==> config.mk <==
export PLATFORM = sky130hd
export DESIGN_NAME = spi_bus_master_flat
export DESIGN_NICKNAME = d
export VERILOG_FILES = /design/src/rtl/spi_bus_master_if.sv /design/src/rtl/spi_bus_master.sv /design/src/flat_wrapper.sv
export SDC_FILE = /design/constraint.sdc
export NUM_CORES = 1
export LEC_CHECK = 0
export CORE_MARGIN = 4
export CORE_UTILIZATION = 42
export CTS_BUF_LIST = sky130_fd_sc_hd__clkbuf_8
export CTS_CLUSTER_SIZE = 24
export DETAILED_ROUTE_END_ITERATION = 16
export PLACE_DENSITY_LB_ADDON = 0.12
export SETUP_SLACK_MARGIN = 0.1
export SYNTH_ARGS = -nofsm -noshare
export SYNTH_HDL_FRONTEND = slang
export SYNTH_SLANG_ARGS = --single-unit
==> constraint.sdc <==
create_clock -name CLK -period 3.96 [get_ports CLK]
set_input_delay 0.792 -clock CLK [delete_from_list [all_inputs] [get_ports CLK]]
set_output_delay 0.792 -clock CLK [all_outputs]
set_load 0.02 [all_outputs]
==> src/rtl/spi_bus_master_if.sv <==
// rtl/spi_bus_master_if.sv - Host-side request/data and SPI pin bundle for spi_bus_master
//
// Purpose: groups the transaction request, byte streams, status and SPI pins.
// Signals:
//   start, addr[7:0], nbytes[7:0]     transaction request, address, data byte count
//   tx_data[7:0], tx_valid, tx_ready  outbound data byte handshake
//   rx_data[7:0], rx_valid            inbound data byte and one-cycle strobe
//   busy, done                        transaction status and completion pulse
//   sclk, mosi, miso, ncs             SPI host port (ncs active low)
// Modports: master = the SPI master block, slave = host/bench side.
interface spi_bus_master_if;
    logic       start;
    logic [7:0] addr;
    logic [7:0] nbytes;
    logic [7:0] tx_data;
    logic       tx_valid;
    logic       tx_ready;
    logic [7:0] rx_data;
    logic       rx_valid;
    logic       busy;
    logic       done;
    logic       sclk;
    logic       mosi;
    logic       miso;
    logic       ncs;

    modport master (
        input  start, addr, nbytes, tx_data, tx_valid, miso,
        output tx_ready, rx_data, rx_valid, busy, done, sclk, mosi, ncs
    );

    modport slave (
        output start, addr, nbytes, tx_data, tx_valid, miso,
        input  tx_ready, rx_data, rx_valid, busy, done, sclk, mosi, ncs
    );
endinterface

==> src/rtl/spi_bus_master.sv <==
// rtl/spi_bus_master.sv - SPI mode-0 master: address byte then NBYTES streamed data bytes
//
// Purpose: on START, asserts ncs, sends ADDR then NBYTES data bytes MSB-first,
// capturing MISO into RX_DATA for every data byte, then honours hold and gap
// times on ncs before pulsing DONE.
// Ports:
//   CLK   clock, all logic on rising edge
//   RST   synchronous active-high reset
//   bus   spi_bus_master_if.master (request, tx/rx byte streams, status, SPI pins)
// Parameters: CLK_DIV (SCLK half period, 4..255), CS_SETUP, CS_HOLD, CS_GAP (CLK cycles).
module spi_bus_master #(
    parameter int CLK_DIV  = 4,
    parameter int CS_SETUP = 4,
    parameter int CS_HOLD  = 4,
    parameter int CS_GAP   = 8
) (
    input  logic               CLK,
    input  logic               RST,
    spi_bus_master_if.master   bus
);

    typedef enum logic [2:0] {
        IDLE  = 3'd0,
        SETUP = 3'd1,
        LOAD  = 3'd2,
        LOW   = 3'd3,
        HIGH  = 3'd4,
        HOLD  = 3'd5,
        GAP   = 3'd6
    } state_t;

    localparam logic [15:0] SETUP_LAST = 16'(CS_SETUP - 1);
    localparam logic [15:0] DIV_LAST   = 16'(CLK_DIV - 1);
    localparam logic [15:0] HOLD_LAST  = 16'(CS_HOLD - 1);
    localparam logic [15:0] GAP_LAST   = 16'(CS_GAP - 1);

    state_t      state;
    state_t      state_n;
    logic        cnt_last;
    logic [15:0] cnt;
    logic [2:0]  bit_cnt;
    logic [7:0]  shift;
    logic [7:0]  rem;
    logic [7:0]  addr_q;
    logic [7:0]  rx_data_q;
    logic        is_addr;
    logic        rx_valid_q;
    logic        done_q;
    logic        mosi_q;
    logic        sclk_q;
    logic        ncs_q;
    logic        busy_q;
    logic        tx_ready_q;
    logic        miso_s1;
    logic        miso_s2;

    always_ff @(posedge CLK) begin
        if (RST) begin
            state <= IDLE;
        end else begin
            state <= state_n;
        end
    end

    always_comb begin
        state_n  = state;
        cnt_last = 1'b0;
        case (state)
            IDLE: begin
                if (bus.start) state_n = SETUP;
            end
            SETUP: begin
                cnt_last = (cnt == SETUP_LAST);
                if (cnt_last) state_n = LOW;
            end
            LOAD: begin
                if (bus.tx_valid) state_n = LOW;
            end
            LOW: begin
                cnt_last = (cnt == DIV_LAST);
                if (cnt_last) state_n = HIGH;
            end
            HIGH: begin
                cnt_last = (cnt == DIV_LAST);
                if (cnt_last) begin
                    if (bit_cnt == 3'd7) state_n = (rem != 8'd0) ? LOAD : HOLD;
                    else                 state_n = LOW;
                end
            end
            HOLD: begin
                cnt_last = (cnt == HOLD_LAST);
                if (cnt_last) state_n = GAP;
            end
            GAP: begin
                cnt_last = (cnt == GAP_LAST);
                if (cnt_last) state_n = IDLE;
            end
            default: state_n = IDLE;
        endcase
    end

    always_ff @(posedge CLK) begin
        if (RST) begin
            cnt        <= 16'd0;
            bit_cnt    <= 3'd0;
            shift      <= 8'd0;
            rem        <= 8'd0;
            addr_q     <= 8'd0;
            rx_data_q  <= 8'd0;
            is_addr    <= 1'b0;
            rx_valid_q <= 1'b0;
            done_q     <= 1'b0;
            mosi_q     <= 1'b0;
            sclk_q     <= 1'b0;
            ncs_q      <= 1'b1;
            busy_q     <= 1'b0;
            tx_ready_q <= 1'b0;
            miso_s1    <= 1'b0;
            miso_s2    <= 1'b0;
        end else begin
            miso_s1    <= bus.miso;
            miso_s2    <= miso_s1;
            rx_valid_q <= 1'b0;
            done_q     <= 1'b0;
            // Every phase times itself from zero on entry.
            cnt        <= (state_n != state) ? 16'd0 : cnt + 16'd1;

            // Pin outputs follow the state being entered so they line up with it.
            sclk_q     <= (state_n == HIGH);
            ncs_q      <= (state_n == IDLE) || (state_n == GAP);
            busy_q     <= (state_n != IDLE);
            tx_ready_q <= (state_n == LOAD);

            case (state)
                IDLE: begin
                    if (bus.start) begin
                        addr_q  <= bus.addr;
                        rem     <= bus.nbytes;
                        is_addr <= 1'b1;
                        bit_cnt <= 3'd0;
                    end
                end
                SETUP: begin
                    if (cnt_last) begin
                        shift  <= addr_q;
                        mosi_q <= addr_q[7];
                    end
                end
                LOAD: begin
                    if (bus.tx_valid) begin
                        shift   <= bus.tx_data;
                        mosi_q  <= bus.tx_data[7];
                        rem     <= rem - 8'd1;
                        is_addr <= 1'b0;
                    end
                end
                LOW: begin
                    // Sample on the SCLK rising edge; MOSI is held separately in
                    // mosi_q so shifting here does not disturb the driven bit.
                    if (cnt_last) shift <= {shift[6:0], miso_s2};
                end
                HIGH: begin
                    if (cnt_last) begin
                        bit_cnt <= bit_cnt + 3'd1;
                        if (bit_cnt == 3'd7) begin
                            if (!is_addr) begin
                                rx_data_q  <= shift;
                                rx_valid_q <= 1'b1;
                            end
                        end else begin
                            mosi_q <= shift[7];
                        end
                    end
                end
                GAP: begin
                    if (cnt_last) done_q <= 1'b1;
                end
                default: ;
            endcase
        end
    end

    assign bus.sclk     = sclk_q;
    assign bus.mosi     = mosi_q;
    assign bus.ncs      = ncs_q;
    assign bus.busy     = busy_q;
    assign bus.done     = done_q;
    assign bus.tx_ready = tx_ready_q;
    assign bus.rx_data  = rx_data_q;
    assign bus.rx_valid = rx_valid_q;

endmodule

==> src/flat_wrapper.sv <==
// flat-port wrapper written by rule: the top's interface ports become plain ports
module spi_bus_master_flat 
#(
    parameter int CLK_DIV  = 4,
    parameter int CS_SETUP = 4,
    parameter int CS_HOLD  = 4,
    parameter int CS_GAP   = 8
)
  (CLK, RST, bus_start, bus_addr, bus_nbytes, bus_tx_data, bus_tx_valid, bus_miso, bus_tx_ready, bus_rx_data, bus_rx_valid, bus_busy, bus_done, bus_sclk, bus_mosi, bus_ncs);
  spi_bus_master_if bus_i ();
  input  logic CLK;
  input  logic RST;
  input wire logic [$bits(bus_i.start)-1:0] bus_start;
  input wire logic [$bits(bus_i.addr)-1:0] bus_addr;
  input wire logic [$bits(bus_i.nbytes)-1:0] bus_nbytes;
  input wire logic [$bits(bus_i.tx_data)-1:0] bus_tx_data;
  input wire logic [$bits(bus_i.tx_valid)-1:0] bus_tx_valid;
  input wire logic [$bits(bus_i.miso)-1:0] bus_miso;
  output wire logic [$bits(bus_i.tx_ready)-1:0] bus_tx_ready;
  output wire logic [$bits(bus_i.rx_data)-1:0] bus_rx_data;
  output wire logic [$bits(bus_i.rx_valid)-1:0] bus_rx_valid;
  output wire logic [$bits(bus_i.busy)-1:0] bus_busy;
  output wire logic [$bits(bus_i.done)-1:0] bus_done;
  output wire logic [$bits(bus_i.sclk)-1:0] bus_sclk;
  output wire logic [$bits(bus_i.mosi)-1:0] bus_mosi;
  output wire logic [$bits(bus_i.ncs)-1:0] bus_ncs;
  assign bus_i.start = bus_start;
  assign bus_i.addr = bus_addr;
  assign bus_i.nbytes = bus_nbytes;
  assign bus_i.tx_data = bus_tx_data;
  assign bus_i.tx_valid = bus_tx_valid;
  assign bus_i.miso = bus_miso;
  assign bus_tx_ready = bus_i.tx_ready;
  assign bus_rx_data = bus_i.rx_data;
  assign bus_rx_valid = bus_i.rx_valid;
  assign bus_busy = bus_i.busy;
  assign bus_done = bus_i.done;
  assign bus_sclk = bus_i.sclk;
  assign bus_mosi = bus_i.mosi;
  assign bus_ncs = bus_i.ncs;
  spi_bus_master #(.CLK_DIV(CLK_DIV), .CS_SETUP(CS_SETUP), .CS_HOLD(CS_HOLD), .CS_GAP(CS_GAP)) u_core (.CLK(CLK), .RST(RST), .bus(bus_i));
endmodule
Word-level counts from Yosys, hierarchy flattened
Index checks and enable logic that the tools add are counted.
- input bits: 29
- output and inout port bits: 15
- register bits: 64
- muxes and demuxes: 31
- bitwise operators: 5
- reductions and logical operators: 19
- add/sub/neg operators: 3
- equal/unequal tests: 19
- operators by type and width (cell ; number):
    8-bit 2-to-1 mux ; 5
    3-bit 2-to-1 mux ; 11
    8-bit case mux with 3 select lines ; 1
    3-bit case mux with 7 select lines ; 1
    3-bit == test (second input constant) ; 6
    16-bit by 1-bit adder with 16-bit output (second input constant) ; 1
    16-bit by 2-bit == test with 1-bit output (second input constant) ; 1
    16-bit by 3-bit == test with 1-bit output (second input constant) ; 1
    8-bit case mux with 2 select lines ; 1
    3-bit by 2-bit == test with 1-bit output (second input constant) ; 3
    3-bit nonzero test ; 3
    1-bit 2-to-1 mux ; 8
    4-bit AND reduction ; 2
    8-bit nonzero test ; 1
    4-bit OR reduction ; 2
    8-bit by 1-bit subtractor with 8-bit output (second input constant) ; 1
    3-bit logical NOT ; 2
    2-bit by 1-bit inequality test with 1-bit output (second input constant) ; 3
    2-bit inequality test (second input constant) ; 3
    3-bit case mux with 2 select lines ; 1
    3-bit AND reduction ; 2
    1-bit inverter ; 5
    5-bit AND reduction ; 1
    1-bit case mux with 2 select lines ; 2
    8 further kinds ; 10

Logic depth before layout (Yosys ltp)
Gate-level depths: netlist of run 1.
- depth after elaboration: 7
- depth in mapped cells: 8

Worst setup path before layout of run 1
Ideal clock, no wire load.
- kind: input to register
- start: in bus_start
- end: reg u_core.cnt[10]
- setup time: 0.119 ns
- data arrival time: 1.913 ns
- cell stages on the path: 6
- slack: 1.928 ns
- cell sequence: nor4b_1 a21oi_2 o31a_1 nand3_1 buf_2 nor3_1
- cells in the longest elaborated chain, start to end: 4
- RTL lines (what ; RTL line ; source):
    start, declared ; flat_wrapper.sv:13 ; input wire logic [$bits(bus_i.start)-1:0] bus_start;
    3-bit 2-to-1 mux ; spi_bus_master.sv:70 ; if (bus.start) state_n = SETUP;
    3-bit case mux with 7 select lines ; spi_bus_master.sv:68 ; case (state)
    3-bit inequality test ; spi_bus_master.sv:126 ; cnt <= (state_n != state) ? 16'd0 : cnt + 16'd1;
    2-bit OR reduction (no line) ; -- ;
    end signal, assigned ; spi_bus_master.sv:126 ;
    end, declared ; spi_bus_master.sv:40 ; logic [15:0] cnt;
Every way passes these cells.
A chain may end at the register's enable or synchronous reset.

Worst setup path in the final report of run 1
- start: reg u_core.state[0]
- end: reg u_core.cnt[12]
- cells in the longest elaborated chain, start to end: 4
- RTL lines (what ; RTL line ; source):
    start, declared ; spi_bus_master.sv:37 ; state_t state;
    start signal, assigned ; spi_bus_master.sv:61 ; state <= state_n;
    3-bit == test (tied with other cells) ; spi_bus_master.sv:68 ;
    3-bit case mux with 7 select lines ; spi_bus_master.sv:68 ;
    3-bit inequality test * ; spi_bus_master.sv:126 ;
    2-bit OR reduction (no line) * ; -- ;
Mark *: on every way between the ends. The rest lies on a longest branch, timed or not.

==> metrics.md, run 1 <==
| Metric | Value |
|---|---|
| Startpoint Class | `register` |
| Area grow syn2layout | `21.2%` |
| WP depth | `6` |
| CTS root buf | `clkbuf_8` |
| Register area share after synthesis | `40.5%` |
| PortBufs | `43` |
| DP Cell Count | `496` |
| Setup TNS | `0 ns` |
| Fill count | `747` |
| R2r setup slk | `1.30 ns` |
| Area of the mapped netlist | `3160 um^2` |
| # H-tree levels | `3` |
| TritonCTS Buffers | `9` |
| DR pass1 iterations | `4` |
| YS warnings | `0` |
| Vias | `2736` |
| Register area | `1280 um^2` |
| Setup Viol. Count Final | `0` |
| Maxcap violations | `0` |
| Reg2Reg Depth | `6` |
| End of the critical path | `u_core.cnt[12]` |
| Hold Path Class | `register to register` |
| Post-synthesis cell count | `373` |
| Synth async-reset ratio | `0%` |
| Mean Syn Cell Area | `8.48 um^2` |
| Post-DRT Antenna Nets | `0` |
| Most common library cell in the layout ignoring fill and taps | `dfxtp_1` |
| CTS Buffer Depth | `2` |
| ANT cells | `0` |
| Post-route insts no fill | `510` |
| Initial Utilization | `43.4%` |
| Met3 capacity usage during global routing | `3.51%` |
| IO Count | `44` |
| Critical R2R Capture | `u_core.cnt[12]` |
| Top FF cell, synth | `dfxtp_1` |
| Site Rows | `31` |
| Critical Path End Type | `register` |
| DRC viols | `0` |
| Grt total ovfl | `0` |
| Tcrit/Tclk final | `67.1%` |
| Post-synth top area share | `40.5%` |
| Delay-heaviest family, CP | `flip-flops` |
| GR Layer Usage met2 | `26.6%` |
| Clock Latency Late Sink | `0.34 ns` |
| Post-CTS resize count | `0` |
| DP HPWL | `5080 um` |
| Actual slew at the worst max-slew pin | `0.965 ns` |
| Max Freq | `376 MHz` |
| Crit path required time | `4.21 ns` |
| Fin nets | `442` |
| Worst Path Max Fanout | `22` |
| First-pass GRT wire length | `12100 um` |
| Number of library cell types mapped by synthesis | `56` |
| CTS tree | `done` |
| Die Y | `94.8 um` |
| Share of cells above drive strength 1 | `8.27%` |
| Post-DR vias/cell | `5.36` |
| Power density cells | `369 nW/um^2` |
| Area occupied by multi-input gates | `1770 um^2` |
| Top post-synthesis cells by area | `dfxtp_1, nand2_1, mux2i_1` |
| Vias in the first global route | `2518` |
| Worst-path clk slew | `0.07 ns` |
| WP buf/inv | `1` |
| Crit path DAT | `2.91 ns` |
| Crit-path max cell delay | `0.95 ns` |
| Reg-to-reg critical path startpoint | `u_core.state[0]` |
| Setup crit start | `u_core.state[0]` |
| Max VDD drop | `195 uV` |
| Number of synthesized flops with an enable pin | `0` |
| Count of hold-fix buffers inserted at cts | `0` |
| Outcome | `completed` |
| Worst-path cell chain | `nor3b_1 > buf_4 > a21oi_2 > o31a_1 > nand3_1 > nor3_1` |
| Wire length per cell | `14.3 um` |
| Most frequent cells in the layout | `dfxtp_1, nand2_1, clkdlybuf4s50_1` |
| Core area | `7290 um^2` |
| Tmin final | `2.66 ns` |
| Slew Viols, Final | `0` |
| Flops & latches, synth | `64` |
| Iteration-0 DRC Markers | `124` |
| Met1 usage | `23.5%` |
| Die ar. | `8980 um^2` |
| Synth area leader | `dfxtp_1` |
| Mapped Nets | `407` |
| Clock sink count | `64` |
| Die W | `94.8 um` |
| Initial antenna violation count | `0` |
| Critical setup path kind | `register to register` |
| Setup bufs post-CTS | `0` |
| Rel. slew slack | `35.6%` |
| RSZ-0062 raised after global routing | `false` |
| Final hold viol count | `0` |
| Largest net degree at the start of global routing | `44` |
| Worst path slowest cell | `dfxtp_1` |
| Overall Global Routing Usage | `17.3%` |
| GR peak layer | `met2` |
| Hold Slack | `0.448 ns` |
| LEAKAGE | `1.32 nW` |
| Final GP Congestion | `0.852` |
| Clock skew | `0.0105 ns` |
| WL final | `7320 um` |
==> worst min-delay path by stage <==
| stage | slack, ns | startpoint | cells past startpoint | end |
|---|---|---|---|---|
| global placement | 0.42 | u_core.miso_s1 | 1 | u_core.miso_s2 |
| floorplan | 0.41 | u_core.miso_s1 | 1 | u_core.miso_s2 |
| detailed placement | 0.44 | u_core.miso_s1 | 1 | u_core.miso_s2 |
| global route | 0.48 | u_core.miso_s1 | 1 | u_core.miso_s2 |
| finish | 0.45 | u_core.bus.rx_data[7] | 2 | u_core.bus.rx_data[7] |
| CTS | 0.45 | u_core.bus.rx_data[7] | 2 | u_core.bus.rx_data[7] |
==> logic make-up (layout without fill, tap and decap cells) <==
group	after synthesis	after routing	share of synthesized area [%]
AOI/OAI and AO/OA	78	78	15.4
xor gates and xnor gates	14	14	3.88
adders and majority gates	6	6	2.30
buffers and inverters	29	67	3.80
DFF	64	64	40.5
muxes	17	17	5.38
and+or+nand+nor	165	165	28.8
==> registers in the layout, summed over array words and instances (netlist names) <==
name,flops
u_core.bus.done,1
u_core.bus.rx_valid,1
u_core.bus.busy,1
u_core.is_addr,1
u_core.shift,8
u_core.bit_cnt,3
u_core.bus.tx_ready,1
u_core.bus.sclk,1
u_core.cnt,16
u_core.bus.mosi,1
u_core.bus.rx_data,8
u_core.state,3
u_core.miso_s2,1
u_core.miso_s1,1
u_core.bus.ncs,1
u_core.rem,8
u_core.addr_q,8
==> through the flow <==
stage	power, mW	area, um^2	worst slack (ns)	util [%]
global route	1.49	3830	0.984	52.5
global placement	0.914	3650	1.01	50.1
finish	1.41	3830	1.30	52.5
floorplan	0.843	3160	1.93	-
CTS	1.43	3830	1.28	52.5
detailed placement	0.917	3650	0.966	50.1
==> Yosys cell counts (7+ instances only) <==
library cell	n
nor3_1	20
nand4_1	7
xor2_1	9
a21oi_1	30
o21ai_0	17
nand3_1	27
mux2i_1	17
nor2_1	27
clkbuf_1	14
dfxtp_1	64
inv_1	7
nand2_1	46
==> layout make-up <==
| type | instances | area share [%] |
|---|---|---|
| multi-input combinational | 280 | 46.1 |
| sequential | 64 | 33.4 |
| timing repair buffer | 46 | 11.8 |
| clock buffer | 12 | 4.31 |
| tap | 99 | 3.23 |
| inverter | 7 | 0.686 |
| clock inverter | 2 | 0.392 |
==> routing by layer <==
metal  up-vias  routed length [um]
li1       1403                   -
met1      1271                3590
met2        48                3320
met3        14                 273
met4         0                 130
met5         -                   0
==> report_power, final <==
part | switching [mW] | internal [mW]
sequential | 0.0319 | 0.671
combinational | 0.107 | 0.0925
clock | 0.240 | 0.271
==> worst register-to-register path: cells and delay by family (launching register included) <==
kind / cells / cell delay, ns
AOI/OAI and AO/OA: 2 / 0.53
and+or+nand+nor: 3 / 0.86
DFF: 1 / 0.95
buffers and inverters: 1 / 0.22
(Power assumes the default switching activity.)
==> run 2, diff against run 1 <==
Clock period 3.96 ns to 2.8 ns, I/O delays scaled along.
==> run 2 against run 1 <==
Effect of this change:
- combinational power up 53%
- non-clock buffer count up 7
- via count grew 1.5%
- critical path depth is the same
- maximum frequency increased by 19%
- routed wire length up 2.0%
- critical path type unchanged
- critical endpoint is now u_core.bus.mosi
- largest cell class unchanged
- highest routed layer unchanged
==> metrics.md, run 2 (same netlist as run 1, synthesis figures left out) <==
| Metric | Value |
|---|---|
| Actual slew at the worst max-slew pin | `0.568 ns (-0.397 ns)` |
| Tmin final | `2.23 ns (-0.432 ns)` |
| Critical setup path kind | `register to register` |
| CTS Buffer Depth | `2 (unchanged)` |
| Fill count | `717 (-4.0%)` |
| PortBufs | `43 (unchanged)` |
| Maxcap violations | `0 (unchanged)` |
| CTS tree | `done` |
| DP Cell Count | `503 (+1.4%)` |
| Max reg flops | `16 (unchanged)` |
| Core area | `7290 um^2 (unchanged)` |
| Clock skew | `0.00753 ns (-0.00295 ns)` |
| Wire length per cell | `14.4 um (+0.42%)` |
| Worst Path Max Fanout | `7 (-68%)` |
| Crit-path max cell delay | `0.42 ns (-0.53 ns)` |
| Count of hold-fix buffers inserted at cts | `0 (unchanged)` |
| DRC viols | `0 (unchanged)` |
| Initial antenna violation count | `0 (unchanged)` |
| Setup bufs post-CTS | `0 (unchanged)` |
| Worst path slowest cell | `or3_1` |
| Outcome | `completed` |
| Die W | `94.8 um (unchanged)` |
| Crit path required time | `3.08 ns (-1.13 ns)` |
| Post-route cell area | `3890 um^2 (+1.5%)` |
| Hold Slack | `0.444 ns (-0.00427 ns)` |
| Setup Viol. Count Final | `0 (unchanged)` |
| Die Y | `94.8 um (unchanged)` |
| DR pass1 iterations | `4 (unchanged)` |
| Post-CTS resize count | `0 (unchanged)` |
| IO Count | `44 (unchanged)` |
| Worst-path clk slew | `0.06 ns (about the same)` |
| Fin nets | `449 (+1.6%)` |
| Most frequent cells in the layout | `dfxtp_1, nand2_1, clkdlybuf4s50_1` |
| Slew Viols, Final | `0 (unchanged)` |
| CTS root buf | `clkbuf_8` |
| Delay-heaviest family, CP | `simple AND/OR/NAND/NOR gates` |
| ANT cells | `0 (unchanged)` |
| Post-DR vias/cell | `5.36 (about the same)` |
| WL final | `7460 um (+2.0%)` |
| Largest net degree at the start of global routing | `30 (-32%)` |
| Vias in the first global route | `2655 (+5.4%)` |
| Final GP Congestion | `0.853 (+0.14%)` |
| RSZ-0062 raised after global routing | `false` |
| Share of cells above drive strength 1 | `9.79% (+1.5 points)` |
| Reg with most FFs | `u_core.cnt` |
| Area grow syn2layout | `23.0%` |
| Area post-placement | `3700 um^2 (+1.4%)` |
| Iteration-0 DRC Markers | `157 (+27%)` |
| TritonCTS Buffers | `9 (unchanged)` |
| Setup slack after layout | `0.573 ns (-0.728 ns)` |
| Clock Latency Late Sink | `0.34 ns (about the same)` |
| Site Rows | `31 (unchanged)` |
| LEAKAGE | `1.37 nW (+3.9%)` |
| Worst-path cell chain | `ha_1 > nor4b_4 > nand4_2 > or3_1 > a221o_1 > a21oi_2` |
| Clock sink count | `64 (unchanged)` |
| Fin util | `53.3% (+0.81 points)` |
| Rel. slew slack | `62.0% (+26 points)` |
| # H-tree levels | `3 (unchanged)` |
| Critical Path End Type | `register` |
| Overall Global Routing Usage | `17.7% (+0.43 points)` |
| Tcrit/Tclk final | `79.5% (+12 points)` |
| Crit path DAT | `2.50 ns (-0.41 ns)` |
| DP HPWL | `5330 um (+5.0%)` |
| Startpoint Class | `register` |
| Most common library cell in the layout ignoring fill and taps | `dfxtp_1` |
| Setup TNS | `0 ns (unchanged)` |
| Hold Path Class | `register to register` |
| Vias | `2777 (+1.5%)` |
| Initial Utilization | `43.4% (unchanged)` |
| Max Freq | `449 MHz (+19%)` |
| Dpl ws | `0.501 ns (-0.465 ns)` |
| Max VDD drop | `304 uV (+56%)` |
| WP buf/inv | `0 (-1)` |
| Power density cells | `524 nW/um^2 (+42%)` |
| Grt total ovfl | `0 (unchanged)` |
| Die ar. | `8980 um^2 (unchanged)` |
| Post-DRT Antenna Nets | `0 (unchanged)` |
| Post-route insts no fill | `518 (+1.6%)` |
| Final hold viol count | `0 (unchanged)` |
| First-pass GRT wire length | `12400 um (+2.9%)` |
| Power, Total | `2.04 mW (+44%)` |
[run 2: cell types whose count changed in the layout (fill, tap and decap cells not counted), sizes merged]
cell,delta
bufinv,+1
clkinv,+3
clkbuf,-2
inv,+1
buf,+7
clkinvlp,-2
[run 2: path summary, 6_finish.rpt]
check / startpoint / slack, ns / cells past startpoint / endpoint
worst max-delay path: u_core.cnt[0] / 0.57 / 6 / u_core.bus.mosi
worst min-delay path: u_core.miso_s1 / 0.44 / 1 / u_core.miso_s2
worst min register to register: u_core.miso_s1 / 0.44 / 1 / u_core.miso_s2
worst max register to register: u_core.cnt[0] / 0.57 / 6 / u_core.bus.mosi
[run 2: area by class of cell]
class / instances / area, um^2 / area share [%]
clock buffers: 10 / 138 / 3.54
clock inverters: 5 / 48.8 / 1.25
inverters: 7 / 26.3 / 0.675
multi-input cells: 280 / 1770 / 45.4
flip-flops and latches: 64 / 1280 / 32.9
well taps: 99 / 124 / 3.18
repair buffers: 53 / 505 / 13.0
[run 2: report_power, final]
| part | total (mW) | internal, mW | switching (mW) |
|---|---|---|---|
| Sequential | 0.981 | 0.950 | 0.0317 |
| Combinational | 0.305 | 0.139 | 0.166 |
| Clock | 0.752 | 0.422 | 0.330 |
| Total | 2.04 | 1.51 | 0.528 |
[run 2: routing by layer]
metal	vias up	global-route usage (%)	part of all wire, %
li1	1427	-	-
met3	12	5.50	5.5
met4	0	6.37	1.6
met2	67	28.0	47
met5	-	0	0
met1	1271	22.8	46
==> run 3, diff against run 2 <==
Clock period 2.8 ns to 2.2 ns, I/O delays scaled along.
==> run 3 against run 2 <==
Effect of this change:
- clock power grew 64%
- critical path depth is 1 higher
- maximum frequency rose by 15%
- utilization grew 2.7 points
- cell area is 5.1% higher
- sequential power rose by 27%
- routed wire length increased by 3.3%
- combinational power rose by 40%
- largest cell class unchanged
- highest routed layer unchanged
==> metrics.md, run 3 (same netlist as run 1, synthesis figures left out) <==
| Metric | Value |
|---|---|
| Area post-placement | `3810 um^2 (+2.8%)` |
| Reg2Reg Depth | `7 (+1)` |
| Max reg flops | `16 (unchanged)` |
| Worst Path Max Fanout | `6 (-1)` |
| Hold depth | `1 (unchanged)` |
| Hold Startpoint | `u_core.miso_s1` |
| Wire length per cell | `14.4 um (+0.16%)` |
| Tcrit/Tclk final | `88.0% (+8.5 points)` |
| Tmin final | `1.94 ns (-0.291 ns)` |
| Fin util | `56.1% (+2.7 points)` |
| Clock sink count | `64 (unchanged)` |
| Share of cells above drive strength 1 | `13.8% (+4.0 points)` |
| Die W | `94.8 um (unchanged)` |
| Post-DR vias/cell | `5.34 (-0.34%)` |
| Setup Viol. Count Final | `0 (unchanged)` |
| Reg-to-reg critical path startpoint | `u_core.rem[0]` |
| Final hold viol count | `0 (unchanged)` |
| Largest net degree at the start of global routing | `44 (+47%)` |
| Post-route cell area | `4090 um^2 (+5.1%)` |
| Worst-path cell chain | `inv_1 > ha_1 > nor4b_2 > nand3_1 > and4b_1 > a211o_1 > o31a_1` |
| Fill count | `693 (-3.3%)` |
| Final GP Congestion | `0.877 (+2.8%)` |
| Hold Path Class | `register to register` |
| Power density cells | `711 nW/um^2 (+36%)` |
| Most frequent cells in the layout | `dfxtp_1, nand2_1, clkdlybuf4s50_1` |
| Startpoint Class | `register` |
| Power, Total | `2.91 mW (+43%)` |
| IO Count | `44 (unchanged)` |
| Clock skew | `0.00769 ns (+0.000157 ns)` |
| Core area | `7290 um^2 (unchanged)` |
| LEAKAGE | `1.48 nW (+7.8%)` |
| Critical R2R Capture | `u_core.bus.busy` |
| Count of hold-fix buffers inserted at cts | `0 (unchanged)` |
| Die ar. | `8980 um^2 (unchanged)` |
| Crit path DAT | `2.17 ns (-0.33 ns)` |
| First-pass GRT wire length | `12600 um (+1.2%)` |
| Die Y | `94.8 um (unchanged)` |
| Max VDD drop | `474 uV (+56%)` |
| Crit path required time | `2.43 ns (-0.65 ns)` |
| Worst-path clk slew | `0.07 ns (about the same)` |
| Clock Latency Late Sink | `0.34 ns (about the same)` |
| Initial antenna violation count | `0 (unchanged)` |
| TritonCTS Buffers | `9 (unchanged)` |
| Crit-path max cell delay | `0.31 ns (-0.11 ns)` |
| Overall Global Routing Usage | `18.0% (+0.23 points)` |
| Reg with most FFs | `u_core.cnt` |
| Max Freq | `517 MHz (+15%)` |
| ANT cells | `0 (unchanged)` |
| Post-DRT Antenna Nets | `0 (unchanged)` |
| Critical setup path kind | `register to register` |
| R2r setup slk | `0.26 ns (-0.31 ns)` |
| Rel. slew slack | `64.1% (+2.1 points)` |
| CTS root buf | `clkbuf_8` |
| WL final | `7710 um (+3.3%)` |
| Vias | `2853 (+2.7%)` |
| WHS Endpoint | `u_core.miso_s2` |
| Register area | `1280 um^2 (about the same)` |
| Worst path slowest cell | `dfxtp_1` |
| PortBufs | `43 (unchanged)` |
| Grt total ovfl | `0 (unchanged)` |
| Vias in the first global route | `2649 (-0.23%)` |
| CTS Buffer Depth | `2 (unchanged)` |
| DP HPWL | `5430 um (+1.8%)` |
| Most common library cell in the layout ignoring fill and taps | `dfxtp_1` |
| Area grow syn2layout | `29.3%` |
| Area occupied by multi-input gates | `1780 um^2 (+0.71%)` |
| Setup TNS | `0 ns (unchanged)` |
| Iteration-0 DRC Markers | `158 (+0.64%)` |
| Actual slew at the worst max-slew pin | `0.534 ns (-0.0340 ns)` |
| Fin nets | `464 (+3.3%)` |
| Site Rows | `31 (unchanged)` |
| DRC viols | `0 (unchanged)` |
| Critical Path End Type | `register` |
| RSZ-0062 raised after global routing | `false` |
| # H-tree levels | `3 (unchanged)` |
| DR pass1 iterations | `4 (unchanged)` |
| Outcome | `completed` |
| Maxcap violations | `0 (unchanged)` |
| Slew Viols, Final | `0 (unchanged)` |
| CTS tree | `done` |
| Initial Utilization | `43.4% (unchanged)` |
## run 3: layer usage
layer / share of wire (%) / vias up / routed length (um) / track usage (%)
met1: 45 / 1305 / 3510 / 22.9
met2: 48 / 79 / 3660 / 29.0
met4: 1.2 / 0 / 96 / 6.01
met3: 5.7 / 11 / 439 / 5.34
met5: 0 / - / 0 / 0
li1: - / 1458 / - / -
## run 3: power by group
part / internal, mW / total [mW] / switching [mW]
sequential: 1.21 / 1.25 / 0.0393
combinational: 0.199 / 0.426 / 0.228
clock: 0.779 / 1.23 / 0.455
## run 3: worst max path at each step
stage	slack [ns]	end	from	cells after the start
global route	0.13	u_core.bus.rx_data[1]	u_core.cnt[0]	8
detailed placement	0.10	u_core.bus.sclk	u_core.rem[0]	7
finish	0.26	u_core.bus.busy	u_core.rem[0]	7
global placement	0.17	u_core.bus.busy	bus_start	6
floorplan	0.22	u_core.bus.mosi	u_core.cnt[0]	6
CTS	0.18	u_core.shift[6]	u_core.cnt[7]	5
## run 3: area by class of cell
class	instances	area share, %
inverter	7	0.643
sequential	64	31.4
clock buffer	10	3.37
clock inverter	6	2.63
multi-input combinational	280	43.5
tap	99	3.03
timing repair buffer	68	15.4
## run 3: what timing repair did
action                                  in CTS  in global routing
buffers inserted                             0                  3
resized for setup                            1                  2
pin swaps                                    0                  3
endpoints found under the setup margin       2                 17
## run 3: per-stage QoR
stage	hold WS [ns]	setup slack, ns	std cells
finish	0.432	0.264	534
global placement	0.425	0.173	515
detailed placement	0.423	0.101	515
floorplan	0.414	0.220	373
global route	0.458	0.131	534
CTS	0.438	0.185	531
## run 3: worst max-delay path: cells and delay by family (launching register included)
kind                       cells  cell delay, ns
AOI/OAI and AO/OA              2            0.59
adders and majority gates      1            0.17
buffers and inverters          1            0.15
DFF                            1            0.31
and+or+nand+nor                3            0.60
